`config.mk`:
```
export PLATFORM = sky130hd
export DESIGN_NAME = chunked_serial_adder_flat
export DESIGN_NICKNAME = d
export VERILOG_FILES = /design/src/rtl/adder_pkg.sv /design/src/rtl/chunked_serial_adder_if.sv /design/src/rtl/chunk_adder.sv /design/src/rtl/chunked_serial_adder.sv /design/src/flat_wrapper.sv
export SDC_FILE = /design/constraint.sdc
export NUM_CORES = 1
export LEC_CHECK = 0
export CAP_MARGIN = 30
export CORE_ASPECT_RATIO = 1.1
export CORE_MARGIN = 2
export CORE_UTILIZATION = 47
export CTS_CLUSTER_SIZE = 28
export DETAILED_ROUTE_END_ITERATION = 10
export PLACE_DENSITY = 0.79
export SYNTH_ARGS = -nofsm -noshare
export SYNTH_HDL_FRONTEND = slang
export SYNTH_SLANG_ARGS = --single-unit
```
`constraint.sdc`:
```
create_clock -name clk -period 2.3 [get_ports clk]
set_input_delay 0.345 -clock clk [delete_from_list [all_inputs] [get_ports clk]]
set_output_delay 0.345 -clock clk [all_outputs]
set_load 0.005 [all_outputs]
```
`src/rtl/adder_pkg.sv`:
```
// Shared types and constants for the chunked serial adder: FSM encoding,
// default geometry and the chunk-counter width helper.
package adder_pkg;

  typedef enum logic [1:0] {
    ST_IDLE = 2'd0,
    ST_CALC = 2'd1,
    ST_DONE = 2'd2
  } state_t;

  localparam int DEF_WIDTH = 16;
  localparam int DEF_CHUNK = 4;

  // A single-chunk configuration still needs a 1-bit counter to exist.
  function automatic int cnt_width(input int nchunk);
    return (nchunk <= 1) ? 1 : $clog2(nchunk);
  endfunction

endpackage

```
`src/rtl/chunked_serial_adder_if.sv`:
```
// Operand and result handshake bundle of the chunked serial adder.
// The slave side is the adder; the master side is the source/sink.
interface chunked_serial_adder_if #(
  parameter int WIDTH = 16
);
  logic             in_valid;
  logic             in_ready;
  logic [WIDTH-1:0] A;
  logic [WIDTH-1:0] B;
  logic             C_in;
  logic             sub;
  logic             out_valid;
  logic             out_ready;
  logic [WIDTH-1:0] S;
  logic             C_out;
  logic             ovf;
  logic             zero;

  modport master (
    output in_valid, A, B, C_in, sub, out_ready,
    input  in_ready, out_valid, S, C_out, ovf, zero
  );

  modport slave (
    input  in_valid, A, B, C_in, sub, out_ready,
    output in_ready, out_valid, S, C_out, ovf, zero
  );
endinterface

```
`src/rtl/chunk_adder.sv`:
```
// Combinational CHUNK-bit ripple adder slice; also exposes the carry entering
// its top bit so the caller can form the signed-overflow flag.
module chunk_adder #(
  parameter int CHUNK = 4
) (
  input  logic [CHUNK-1:0] i_a,
  input  logic [CHUNK-1:0] i_b,
  input  logic             i_cin,
  output logic [CHUNK-1:0] o_sum,
  output logic             o_cout,
  output logic             o_cmsb
);

  logic w_c;

  always_comb begin
    w_c    = i_cin;
    o_sum  = '0;
    o_cmsb = 1'b0;
    for (int i = 0; i < CHUNK; i++) begin
      if (i == CHUNK - 1) o_cmsb = w_c;
      o_sum[i] = i_a[i] ^ i_b[i] ^ w_c;
      w_c      = (i_a[i] & i_b[i]) | (w_c & (i_a[i] ^ i_b[i]));
    end
    o_cout = w_c;
  end

endmodule

```
`src/rtl/chunked_serial_adder.sv`:
```
// Multi-cycle add/subtract: one shared CHUNK-bit slice is reused over
// WIDTH/CHUNK cycles, with valid/ready handshakes on operands and results.
module chunked_serial_adder
  import adder_pkg::*;
#(
  parameter int WIDTH = DEF_WIDTH,
  parameter int CHUNK = DEF_CHUNK
) (
  input logic                  clk,
  input logic                  rst,
  chunked_serial_adder_if.slave bus
);

  localparam int NCHUNK = WIDTH / CHUNK;
  localparam int CW     = cnt_width(NCHUNK);

  state_t           r_state, w_state_nxt;
  logic [WIDTH-1:0] r_a, r_b, r_acc, r_s;
  logic             r_carry, r_cout, r_ovf, r_zero;
  logic [CW-1:0]    r_cnt;

  logic [CHUNK-1:0] w_sum;
  logic             w_cout, w_cmsb;
  logic [WIDTH-1:0] w_acc_nxt;
  logic             w_last, w_in_ready, w_out_valid;

  chunk_adder #(.CHUNK(CHUNK)) u_slice (
    .i_a    (r_a[CHUNK-1:0]),
    .i_b    (r_b[CHUNK-1:0]),
    .i_cin  (r_carry),
    .o_sum  (w_sum),
    .o_cout (w_cout),
    .o_cmsb (w_cmsb)
  );

  // Sum chunks enter from the top so the LSB chunk ends up at the bottom.
  if (CHUNK == WIDTH) begin : g_full
    assign w_acc_nxt = w_sum;
  end else begin : g_part
    assign w_acc_nxt = {w_sum, r_acc[WIDTH-1:CHUNK]};
  end

  assign w_last = (r_cnt == CW'(NCHUNK - 1));

  always_comb begin
    w_state_nxt = r_state;
    w_in_ready  = 1'b0;
    w_out_valid = 1'b0;
    unique case (r_state)
      ST_IDLE: begin
        w_in_ready = 1'b1;
        if (bus.in_valid) w_state_nxt = ST_CALC;
      end
      ST_CALC: begin
        if (w_last) w_state_nxt = ST_DONE;
      end
      ST_DONE: begin
        w_out_valid = 1'b1;
        if (bus.out_ready) w_state_nxt = ST_IDLE;
      end
      default: w_state_nxt = ST_IDLE;
    endcase
  end

  always_ff @(posedge clk or posedge rst) begin
    if (rst) begin
      r_state <= ST_IDLE;
      r_a     <= '0;
      r_b     <= '0;
      r_acc   <= '0;
      r_s     <= '0;
      r_carry <= 1'b0;
      r_cout  <= 1'b0;
      r_ovf   <= 1'b0;
      r_zero  <= 1'b0;
      r_cnt   <= '0;
    end else begin
      r_state <= w_state_nxt;
      if (r_state == ST_IDLE && bus.in_valid) begin
        // Subtraction is A + ~B + 1, with borrow-in removing that +1.
        r_a     <= bus.A;
        r_b     <= bus.sub ? ~bus.B : bus.B;
        r_carry <= bus.C_in ^ bus.sub;
        r_cnt   <= '0;
      end else if (r_state == ST_CALC) begin
        r_a     <= r_a >> CHUNK;
        r_b     <= r_b >> CHUNK;
        r_acc   <= w_acc_nxt;
        r_carry <= w_cout;
        r_cnt   <= r_cnt + 1'b1;
        if (w_last) begin
          r_s    <= w_acc_nxt;
          r_cout <= w_cout;
          r_ovf  <= w_cmsb ^ w_cout;
          r_zero <= (w_acc_nxt == '0);
        end
      end
    end
  end

  assign bus.in_ready  = w_in_ready;
  assign bus.out_valid = w_out_valid;
  assign bus.S         = r_s;
  assign bus.C_out     = r_cout;
  assign bus.ovf       = r_ovf;
  assign bus.zero      = r_zero;

endmodule
```
`src/flat_wrapper.sv`:
```
// flat-port wrapper written by rule: the top's interface ports become plain ports
module chunked_serial_adder_flat import adder_pkg::*;
#(
  parameter int WIDTH = DEF_WIDTH,
  parameter int CHUNK = DEF_CHUNK
)
  (clk, rst, bus_in_valid, bus_A, bus_B, bus_C_in, bus_sub, bus_out_ready, bus_in_ready, bus_out_valid, bus_S, bus_C_out, bus_ovf, bus_zero);
  chunked_serial_adder_if #(.WIDTH(WIDTH)) bus_i ();
  input logic clk;
  input logic rst;
  input wire logic [$bits(bus_i.in_valid)-1:0] bus_in_valid;
  input wire logic [$bits(bus_i.A)-1:0] bus_A;
  input wire logic [$bits(bus_i.B)-1:0] bus_B;
  input wire logic [$bits(bus_i.C_in)-1:0] bus_C_in;
  input wire logic [$bits(bus_i.sub)-1:0] bus_sub;
  input wire logic [$bits(bus_i.out_ready)-1:0] bus_out_ready;
  output wire logic [$bits(bus_i.in_ready)-1:0] bus_in_ready;
  output wire logic [$bits(bus_i.out_valid)-1:0] bus_out_valid;
  output wire logic [$bits(bus_i.S)-1:0] bus_S;
  output wire logic [$bits(bus_i.C_out)-1:0] bus_C_out;
  output wire logic [$bits(bus_i.ovf)-1:0] bus_ovf;
  output wire logic [$bits(bus_i.zero)-1:0] bus_zero;
  assign bus_i.in_valid = bus_in_valid;
  assign bus_i.A = bus_A;
  assign bus_i.B = bus_B;
  assign bus_i.C_in = bus_C_in;
  assign bus_i.sub = bus_sub;
  assign bus_i.out_ready = bus_out_ready;
  assign bus_in_ready = bus_i.in_ready;
  assign bus_out_valid = bus_i.out_valid;
  assign bus_S = bus_i.S;
  assign bus_C_out = bus_i.C_out;
  assign bus_ovf = bus_i.ovf;
  assign bus_zero = bus_i.zero;
  chunked_serial_adder #(.WIDTH(WIDTH), .CHUNK(CHUNK)) u_core (.clk(clk), .rst(rst), .bus(bus_i));
endmodule
```
==> summary.md, run 1 <==
| Metric | Value |
|---|---|
| Growth of design area from synthesis to finish | `29.83%` |
| Htree depth | `3` |
| Maximum fanout along the worst path | `2` |
| Clock buffers created by TritonCTS | `9` |
| Total congestion overflow | `0` |
| Clk pin slew, worst setup/hold paths | `0.07 ns` |
| Cell with the largest stage delay on the worst path | `fa_2` |
| Number of standard-cell rows in the floorplan | `31` |
| GRT Overall Usage | `19.72%` |
| Clock tree from TritonCTS | `done` |
| Number of vias in the routed layout | `2308` |
| Final worst clock skew | `0.008595 ns` |
| Number of distinct library cells after synthesis | `31` |
| Die ar. | `0.007244 mm^2` |
| Clock root cell | `clkbuf_8` |
| Top_reg_cell synth | `dfrtp_1` |
| Synthesized cell area | `0.003092 mm^2` |
| Clock insertion delay at the later pin of the skew report | `0.34 ns` |
| Sequential share of the synthesized area | `55.04%` |
| Number of synthesized flops with an enable pin | `0` |
| Startpoint type of the worst setup path | `flip-flop` |
| Post-DR wirelength/cell | `13.89 um` |
| Maximum single-stage delay on the critical path | `0.53 ns` |
| Post-synthesis average cell area | `10.14 um^2` |
| Critical register-to-register path startpoint | `u_core.r_a[0]` |
| Crit path kind | `flip-flop to flip-flop` |
| Number of hold buffers added after cts | `0` |
| Pwr per Cell Area | `1415 mW/mm^2` |
| Share of the cycle needed by the critical path after routing | `99.81%` |
| Horizontal die dimension | `81.33 um` |
| Routed Wire Length | `6.294 mm` |
| Vertical extent of the die | `89.07 um` |
| Final estimated routing congestion in global placement | `0.8090` |
| DPL Wire Length | `4.146 mm` |
| Max-cap violations | `0` |
| Syn. warnings | `0` |
| Slew @ Worst Pin | `1.005 ns` |
| Vias per std cell | `5.095` |
| DRC viols | `0` |
| Unrepaired setup endpoints after global routing | `true` |
| Area of all placed cells without fillers | `0.004014 mm^2` |
| Placed cells | `435` |
| Most common cell on crit path | `fa_2` |
| Final critical delay including setup and external delays | `2.296 ns` |
| Buffer levels on the longest clock path | `2` |
| Slew Limit Headroom | `32.85%` |
| WP data required | `2.56 ns` |
| Number of nets produced by synthesis | `348` |
| Number of diodes added for antenna fixing | `0` |
| IR drop worst, VDD | `0.7378 mV` |
| Critical path cell sequence | `inv_2 > fa_2 > inv_2 > fa_2 > fa_2 > inv_2 > fa_2 > nor4b_4 > nand4_1 > o21ai_1` |
| Final number of max-transition violations | `0` |
| Worst min-delay path class | `input port to asynchronous set/reset pin` |
| Crit. Startpoint | `u_core.r_a[0]` |
| Most common cell after layout, fill and taps aside | `nand2_1` |
| Final hold viol count | `0` |
| Vias in the first global route | `2231` |
| Fraction of final layout cells sized beyond drive strength 1 | `15.90%` |
| Number of antenna violations at the first check in global routing | `0` |
| Result of the run | `completed` |
| Number of DRC markers after the initial detailed-route iteration | `178` |
| Area of the placeable core | `0.006477 mm^2` |
| Layout filler cell count | `532` |
| Placed cell areas | `0.003754 mm^2` |
| Critical path capture point type | `flip-flop` |
| Fraction of synthesis flops using an asynchronous set or reset pin | `100.0%` |
| Worst slack on hold paths | `0.3782 ns` |
| Initial DRT Pass Iterations | `4` |
| Number of nets in the final layout | `409` |
| Most frequent cells in the layout | `96 x nand2_1, 68 x dfrtp_1, 58 x clkdlybuf4s50_1, 13 x xor2_1, 13 x nor2_1` |
| CTS sink count | `68` |
| Port Buffers | `58` |
| Highest attainable clock frequency | `435.6 MHz` |
| Number of standard cells in the layout, taps in and fillers out | `453` |
| Syn Inst Count | `305` |
| Final setup fails | `0` |
| Standby leakage power | `1.872 nW` |
| Detail Route Antenna Nets | `0` |
| Data arrival time of the critical path | `2.56 ns` |
| Register bit total from synthesis | `68` |
| Wire length of the first global-routing pass | `10.54 mm` |
| Effective utilization at floorplan | `47.73%` |
| Number of ports placed on the die boundary | `59` |
| Largest net degree at the start of global routing | `69` |
-- logic make-up (layout without fill, tap and decap cells) --
kind of cell,count (synthesis),after routing,share of synthesized area (%)
fa+ha+maj,5,5,2.995
flops,68,68,55.04
buf+inv,29,95,5.139
xor+xnor,18,18,5.099
compound gates,41,41,8.499
simple gates,130,130,18.13
mux,14,14,5.099
-- worst paths after layout --
path,endpoint,slack (ns),cells past startpoint
max reg2reg,u_core.bus.zero,0.004,10
min in group clk,u_core.r_a[5],0.48,2
min,u_core.r_state[1],0.38,3
max,u_core.bus.zero,0.004,10
min reg2reg,u_core.r_a[5],0.48,2
max in group asynchronous,u_core.r_a[15],1.62,3
-- report_power, final --
| group | leakage, nW | switching [W] | internal, W | total, W |
|---|---|---|---|---|
| Clock | 0.116 | 0.000443 | 0.000639 | 0.00108 |
| Sequential | 0.857 | 0.000397 | 0.00175 | 0.00215 |
| Combinational | 0.898 | 0.00121 | 0.00124 | 0.00245 |
| Total | 1.87 | 0.00205 | 0.00363 | 0.00568 |
-- critical path: cells and delay by family, from the launching register on --
family | cells | cell delay, ns
AO/OA/AOI/OAI | 1 | 0.13
adder cells (fa/ha/maj) | 4 | 1.30
buffers and inverters | 3 | 0.15
flip-flops | 1 | 0.36
AND/OR/NAND/NOR | 2 | 0.28
-- final cells by class --
type / instances / area, um^2 / share of cell area (%)
Sequential cell: 68 / 1702 / 42.39
Inverter: 9 / 33.78 / 0.8416
Tap cell: 82 / 102.6 / 2.556
Timing Repair Buffer: 70 / 683.2 / 17.02
Clock buffer: 10 / 137.6 / 3.429
Clock inverter: 6 / 87.58 / 2.182
Multi-Input combinational cell: 208 / 1267 / 31.58
-- synthesized netlist by cell type (5+ instances only) --
cell type / n / area, um^2
buf_2: 10 / 50.05
mux2_2: 12 / 135.1
xnor2_1: 5 / 43.79
dfrtp_1: 68 / 1702
nand3_1: 9 / 45.04
inv_1: 9 / 33.78
a22oi_1: 12 / 90.09
a31oi_1: 12 / 75.07
nand2_1: 96 / 360.4
nor2_1: 13 / 48.80
o21ai_0: 12 / 60.06
xor2_1: 13 / 113.9
-- sequential cells by signal (all words and copies together) (netlist names) --
| name | flops |
|---|---|
| u_core.bus.S | 16 |
| u_core.r_a | 16 |
| u_core.r_b | 16 |
| u_core.r_acc | 12 |
| u_core.r_cnt | 2 |
| u_core.r_state | 2 |
| u_core.bus.C_out | 1 |
| u_core.bus.ovf | 1 |
| u_core.bus.zero | 1 |
| u_core.r_carry | 1 |
-- routing by layer --
layer / vias to the layer above / wire, um / GRT usage [%]
met1: 1128 / 2619 / 24.38
met5: - / 0 / 0
met2: 53 / 3330 / 31.22
li1: 1121 / - / -
met4: 0 / 98 / 9.245
met3: 6 / 246 / 6.768
-- metrics by stage --
stage / worst slack, ns / power (W) / util [%] / TNS [ns]
6_report: 0.004466 / 0.005678 / 61.97 / 0
3_5_place_dp: -0.06329 / 0.004477 / 57.95 / -0.1379
5_1_grt: -0.1254 / 0.006151 / 61.97 / -0.1922
2_1_floorplan: 0.03046 / 0.003622 / - / 0
3_3_place_gp: -0.006745 / 0.004373 / 57.95 / -0.006745
4_1_cts: -0.02613 / 0.005609 / 61.43 / -0.02613
-- what timing repair did --
action                     4_1_cts  5_1_grt
buffers inserted                 0        2
setup endpoints to repair        4        4
gates resized for setup          5        4
pin swaps                        5        3
Note: power is estimated with default switching activity, not from simulation.
==> run 2: changes to the inputs <==
--- a/config.mk
+++ b/config.mk
@@ -12,6 +12,7 @@
 export CTS_CLUSTER_SIZE = 28
 export DETAILED_ROUTE_END_ITERATION = 10
 export PLACE_DENSITY = 0.79
+export RECOVER_POWER = 25
 export SYNTH_ARGS = -nofsm -noshare
 export SYNTH_HDL_FRONTEND = slang
 export SYNTH_SLANG_ARGS = --single-unit
==> summary.md, run 2 (same netlist as run 1, synthesis figures left out) <==
| Metric | Value |
|---|---|
| Wire length of the first global-routing pass | `10.54 mm` |
| Proportion of power drawn by flip-flops and latches | `37.9%` |
| Max-cap violations | `1` |
| Gate power share | `43.0%` |
| Unrepaired setup endpoints after global routing | `true` |
| Buffer levels on the longest clock path | `2` |
| CTS sink count | `68` |
| Wire length on met1 | `2.611 mm` |
| Internal power summed over all cells | `0.003628 W` |
| Worst min-delay path class | `flip-flop to flip-flop` |
| Cell with the largest stage delay on the worst path | `fa_2` |
| Clk pin slew, worst setup/hold paths | `0.07 ns` |
| Total congestion overflow | `0` |
| Result of the run | `complete, but fails checks` |
| WP data required | `2.56 ns` |
| Maximum fanout along the worst path | `2` |
| Number of ports placed on the die boundary | `59` |
| Data arrival time of the critical path | `2.56 ns` |
| Vertical extent of the die | `89.07 um` |
| Share of the core filled with cells in the final layout | `61.73%` |
| Met2 wire len | `3.316 mm` |
| Crit path kind | `flip-flop to flip-flop` |
| Area of the placeable core | `0.006477 mm^2` |
| Die ar. | `0.007244 mm^2` |
| Htree depth | `3` |
| DPL Wire Length | `4.146 mm` |
| Most common cell on crit path | `fa_2` |
| Number of standard-cell rows in the floorplan | `31` |
| Share of the cycle needed by the critical path after routing | `99.76%` |
| Post-DR wirelength/cell | `13.91 um` |
| Clock root cell | `clkbuf_8` |
| Number of DRC markers after the initial detailed-route iteration | `178` |
| Critical path capture point type | `flip-flop` |
| Most common cell after layout, fill and taps aside | `nand2_1` |
| Clock insertion delay at the later pin of the skew report | `0.34 ns` |
| Initial DRT Pass Iterations | `5` |
| Port Buffers | `58` |
| Vias in the first global route | `2231` |
| Clock network power share | `19.1%` |
| Maximum single-stage delay on the critical path | `0.53 ns` |
| Highest attainable clock frequency | `435.8 MHz` |
| Net switching share of the total power | `36.08%` |
| Routed Wire Length | `6.300 mm` |
| Number of nets in the final layout | `409` |
| Highest metal layer with signal wires | `met4` |
| Final hold viol count | `0` |
| GRT Overall Usage | `19.72%` |
| Slew @ Worst Pin | `1.608 ns` |
| Pre-CTS setup slack | `-0.06329 ns` |
| Horizontal die dimension | `81.33 um` |
| IR drop worst, VDD | `0.7416 mV` |
| Largest net degree at the start of global routing | `69` |
| Growth of design area from synthesis to finish | `29.34%` |
| Fraction of final layout cells sized beyond drive strength 1 | `15.90%` |
| Number of antenna violations at the first check in global routing | `0` |
| Final number of max-transition violations | `69` |
| DRC viols | `0` |
| Clock tree from TritonCTS | `done` |
| Critical path cell sequence | `inv_2 > fa_2 > inv_2 > fa_2 > fa_2 > inv_2 > fa_2 > nor4b_4 > nand4_1 > o21ai_1` |
| Startpoint type of the worst setup path | `flip-flop` |
| Failing checks | `max-capacitance violations, max-slew violations` |
| Minimum setup slack in the final design | `0.005553 ns` |
| Slew Limit Headroom | `-7.203%` |
| Final setup fails | `0` |
| Switching power summed over all nets | `0.002047 W` |
| Effective utilization at floorplan | `47.73%` |
| Number of hold buffers added after cts | `0` |
| Most frequent cells in the layout | `96 x nand2_1, 68 x dfrtp_1, 57 x clkdlybuf4s50_1, 13 x xor2_1, 13 x nor2_1` |
| Final critical delay including setup and external delays | `2.294 ns` |
| Pwr per Cell Area | `1419 mW/mm^2` |
| Clock buffers created by TritonCTS | `9` |
| Standby leakage power | `1.867 nW` |
| Detail Route Antenna Nets | `0` |
| Internal reg-to-reg setup slack | `0.006 ns` |
| Vias per std cell | `5.091` |
| Number of diodes added for antenna fixing | `0` |
| Number of vias in the routed layout | `2306` |
| Final estimated routing congestion in global placement | `0.8090` |
| Final worst clock skew | `0.008586 ns` |
| Met3 wire length | `274 um` |
## run 2: changes by cell type in the layout (fill, tap and decap cells not counted), sizes merged
cell,before,now
dlygate4sd3,0,1
clkbuf,10,11
clkdlybuf4s50,58,57
buf,12,11
## run 2: repair_timing
action | 4_1_cts | 5_1_grt
gates resized for setup | 5 | 4
hold endpoints to repair | 0 | 0
setup buffers | 0 | 2
pin swaps | 5 | 3
setup endpoints to repair | 4 | 4
## run 2: final cells by class
class	instances	area, um^2
multi-input combinational	208	1267
clock buffer	10	137.6
tap	82	102.6
sequential	68	1702
timing repair buffer	70	668.1
fill	534	2479
clock inverter	6	87.58
inverter	9	33.78
## run 2: metrics by stage
step | hold WS (ns) | instances | power, W | setup TNS, ns | cell area [um^2]
final | 0.4783 | 453 | 0.005675 | 0 | 3999
after global routing | 0.5022 | 453 | 0.006147 | -0.2735 | 3999
after CTS | 0.3953 | 451 | 0.005609 | -0.02613 | 3979
after detailed placement | 0.4630 | 435 | 0.004477 | -0.1379 | 3754
after global placement | 0.4582 | 435 | 0.004373 | -0.006745 | 3754
after floorplan | 0.4459 | 305 | 0.003622 | 0 | 3105
## run 2: worst paths after layout
path	from	depth (start not counted)	to
hold reg to reg	u_core.r_a[5]	2	u_core.r_a[5]
min in group asynchronous	rst	3	u_core.r_state[1]
setup reg to reg	u_core.r_a[0]	10	u_core.bus.zero
hold / removal	u_core.r_a[5]	2	u_core.r_a[5]
max in group asynchronous	rst	3	u_core.r_a[15]
setup / recovery	u_core.r_a[0]	10	u_core.bus.zero
## run 2: layer usage
layer	vias to the layer above	GRT usage, %
met2	60	31.22
met1	1119	24.38
li1	1121	-
met4	0	9.245
met3	6	6.768
met5	-	0
## run 2: power groups by stage
stage               logic, W  clock network (W)  registers (W)
floorplan            0.00158                  0        0.00204
global route         0.00274            0.00118        0.00222
finish               0.00244            0.00108        0.00215
global placement     0.00224                  0        0.00213
CTS                  0.00235            0.00111        0.00215
detailed placement   0.00231                  0        0.00216
## run 2: critical path: cells and delay by family, from the launching register on
| family | cells | cell delay (ns) |
|---|---|---|
| adder cells (fa/ha/maj) | 4 | 1.30 |
| flip-flops | 1 | 0.36 |
| AND/OR/NAND/NOR | 2 | 0.28 |
| buffers and inverters | 3 | 0.15 |
| AO/OA/AOI/OAI | 1 | 0.13 |
==> run 3: changes to the inputs <==
--- a/config.mk
+++ b/config.mk
@@ -7,7 +7,7 @@
 export LEC_CHECK = 0
 export CAP_MARGIN = 30
 export CORE_ASPECT_RATIO = 1.1
-export CORE_MARGIN = 2
+export CORE_MARGIN = 5
 export CORE_UTILIZATION = 47
 export CTS_CLUSTER_SIZE = 28
 export DETAILED_ROUTE_END_ITERATION = 10
==> summary.md, run 3 (same netlist as run 1, synthesis figures left out) <==
| Metric | Value |
|---|---|
| Result of the run | `completed` |
| Number of vias in the routed layout | `2312` |
| Most frequent cells in the layout | `96 x nand2_1, 68 x dfrtp_1, 57 x clkdlybuf4s50_1, 13 x xor2_1, 13 x nor2_1` |
| Accumulated negative setup slack | `0 ns` |
| Final number of max-transition violations | `0` |
| Clock tree from TritonCTS | `done` |
| Number of DRC markers after the initial detailed-route iteration | `163` |
| Fraction of final layout cells sized beyond drive strength 1 | `14.82%` |
| Clock insertion delay at the later pin of the skew report | `0.34 ns` |
| Number of hold buffers added after cts | `0` |
| Area of all placed cells without fillers | `0.004006 mm^2` |
| Highest attainable clock frequency | `439.7 MHz` |
| Post-DR wirelength/cell | `14.04 um` |
| Clock network power share | `20.4%` |
| Number of standard cells in the layout, taps in and fillers out | `453` |
| Final estimated routing congestion in global placement | `0.8172` |
| Share of the cycle needed by the critical path after routing | `98.88%` |
| Clock buffers created by TritonCTS | `9` |
| Endpoint of the lowest-slack register-to-register path | `u_core.bus.zero` |
| Final hold viol count | `0` |
| Vias per std cell | `5.104` |
| Buffer levels on the longest clock path | `2` |
| Vias in the first global route | `2325` |
| Minimum setup slack in the final design | `0.02585 ns` |
| Final critical delay including setup and external delays | `2.274 ns` |
| Pwr per Cell Area | `1426 mW/mm^2` |
| Final worst clock skew | `0.009489 ns` |
| Total congestion overflow | `0` |
| Placed cell areas | `0.003761 mm^2` |
| Critical register-to-register path startpoint | `u_core.r_carry` |
| Switching power summed over all nets | `0.002026 W` |
| Effective utilization at floorplan | `47.73%` |
| Crit path kind | `flip-flop to flip-flop` |
| Number of ports placed on the die boundary | `59` |
| Net switching share of the total power | `35.47%` |
| Wire length of the first global-routing pass | `10.96 mm` |
| Horizontal die dimension | `87.33 um` |
| IR drop worst, VDD | `0.6342 mV` |
| Internal reg-to-reg setup slack | `0.03 ns` |
| Unrepaired setup endpoints after global routing | `true` |
| Vertical extent of the die | `95.07 um` |
| Internal power summed over all cells | `0.003686 W` |
| Number of antenna violations at the first check in global routing | `0` |
| GRT Overall Usage | `17.18%` |
| Max-cap violations | `0` |
| Die ar. | `0.008302 mm^2` |
| Slew Limit Headroom | `33.62%` |
| Port Buffers | `58` |
| Most common cell after layout, fill and taps aside | `nand2_1` |
| DRC viols | `0` |
| Area of the placeable core | `0.006477 mm^2` |
| Worst min-delay path class | `flip-flop to flip-flop` |
| Number of standard-cell rows in the floorplan | `31` |
| Startpoint type of the worst setup path | `flip-flop` |
| Clk pin slew, worst setup/hold paths | `0.07 ns` |
| Share of the core filled with cells in the final layout | `61.85%` |
| Data arrival time of the critical path | `2.54 ns` |
| Htree depth | `3` |
| Crit. Startpoint | `u_core.r_carry` |
| DPL Wire Length | `4.571 mm` |
| WP data required | `2.56 ns` |
| Final setup fails | `0` |
| CTS sink count | `68` |
| Critical path capture point type | `flip-flop` |
| Detail Route Antenna Nets | `0` |
| Standby leakage power | `1.859 nW` |
| Initial DRT Pass Iterations | `4` |
| Number of diodes added for antenna fixing | `0` |
| Maximum fanout along the worst path | `2` |
| Path depth of the worst reg2reg path | `10` |
| Growth of design area from synthesis to finish | `29.58%` |
| Number of nets in the final layout | `409` |
| Clock root cell | `clkbuf_8` |
| Routed Wire Length | `6.361 mm` |
| Proportion of power drawn by flip-flops and latches | `37.7%` |
| Placed cells | `436` |
| Slew @ Worst Pin | `0.9936 ns` |
| Largest net degree at the start of global routing | `39` |
| Worst setup path end | `u_core.bus.zero` |
| Pre-CTS setup slack | `-0.06197 ns` |
| Gate power share | `41.9%` |
[run 3: changes by cell type in the layout (fill, tap and decap cells not counted)]
cell,previous run,this run
fa_1,0,1
bufinv_16,2,3
nor3b_1,0,1
inv_2,6,5
inv_1,3,4
fa_2,4,3
clkinvlp_4,0,3
clkinv_4,2,0
clkbuf_1,0,1
nor3b_2,2,1
clkinv_2,2,0
clkbuf_8,10,9
[run 3: layout make-up]
type                       count  area, um^2
fill                         517        2471
sequential                    68        1702
multi-input combinational    208        1260
timing repair buffer          70       668.1
clock buffer                  10       127.6
clock inverter                 6       112.6
tap                           82       102.6
inverter                       9       33.78
[run 3: repair_timing]
action	in CTS	in global routing
buffers inserted	1	0
endpoints found under the hold margin	0	0
endpoints found under the setup margin	4	4
gates resized for setup	4	3
pin swaps	5	2
[run 3: through the flow]
step                      hold WS (ns)  power (W)
final                           0.4805   0.005712
after global routing            0.5161   0.006164
after CTS                       0.3678   0.005705
after detailed placement        0.4632   0.004488
after global placement          0.4581   0.004377
after floorplan                 0.4459   0.003622
[run 3: worst min-delay path by stage]
| stage | slack, ns | end | startpoint | cells past startpoint |
|---|---|---|---|---|
| 2_1_floorplan | 0.45 | u_core.r_a[0] | u_core.r_a[0] | 2 |
| 3_3_place_gp | 0.46 | u_core.r_a[9] | u_core.r_a[9] | 2 |
| 3_5_place_dp | 0.46 | u_core.r_a[5] | u_core.r_a[5] | 2 |
| 4_1_cts | 0.37 | u_core.r_b[1] | rst | 2 |
| 5_1_grt | 0.52 | u_core.r_a[8] | u_core.r_a[8] | 2 |
| 6_report | 0.48 | u_core.r_a[5] | u_core.r_a[5] | 2 |
[run 3: per-layer routing]
layer	GRT usage, %	share of wire (%)
met5	0	0
met4	9.335	2.3
met2	27.89	50
met3	3.544	5.4
met1	21.45	42
[run 3: critical path, cell delays in order, from the launching register on]
cell and delay, ns:
dfrtp_1 0.38, inv_2 0.05, fa_2 0.37, inv_2 0.06, fa_2 0.19, fa_2 0.21
inv_2 0.04, fa_1 0.50, nor4b_4 0.18, nand4_1 0.10, o21ai_1 0.13
[run 3: power groups by stage]
stage                     Clock [W]  Combinational, W  Sequential, W
after floorplan                   0           0.00158        0.00204
after global placement            0           0.00225        0.00213
after detailed placement          0           0.00232        0.00217
after CTS                   0.00119           0.00237        0.00215
after global routing        0.00125           0.00269        0.00223
final                       0.00117           0.00239        0.00215
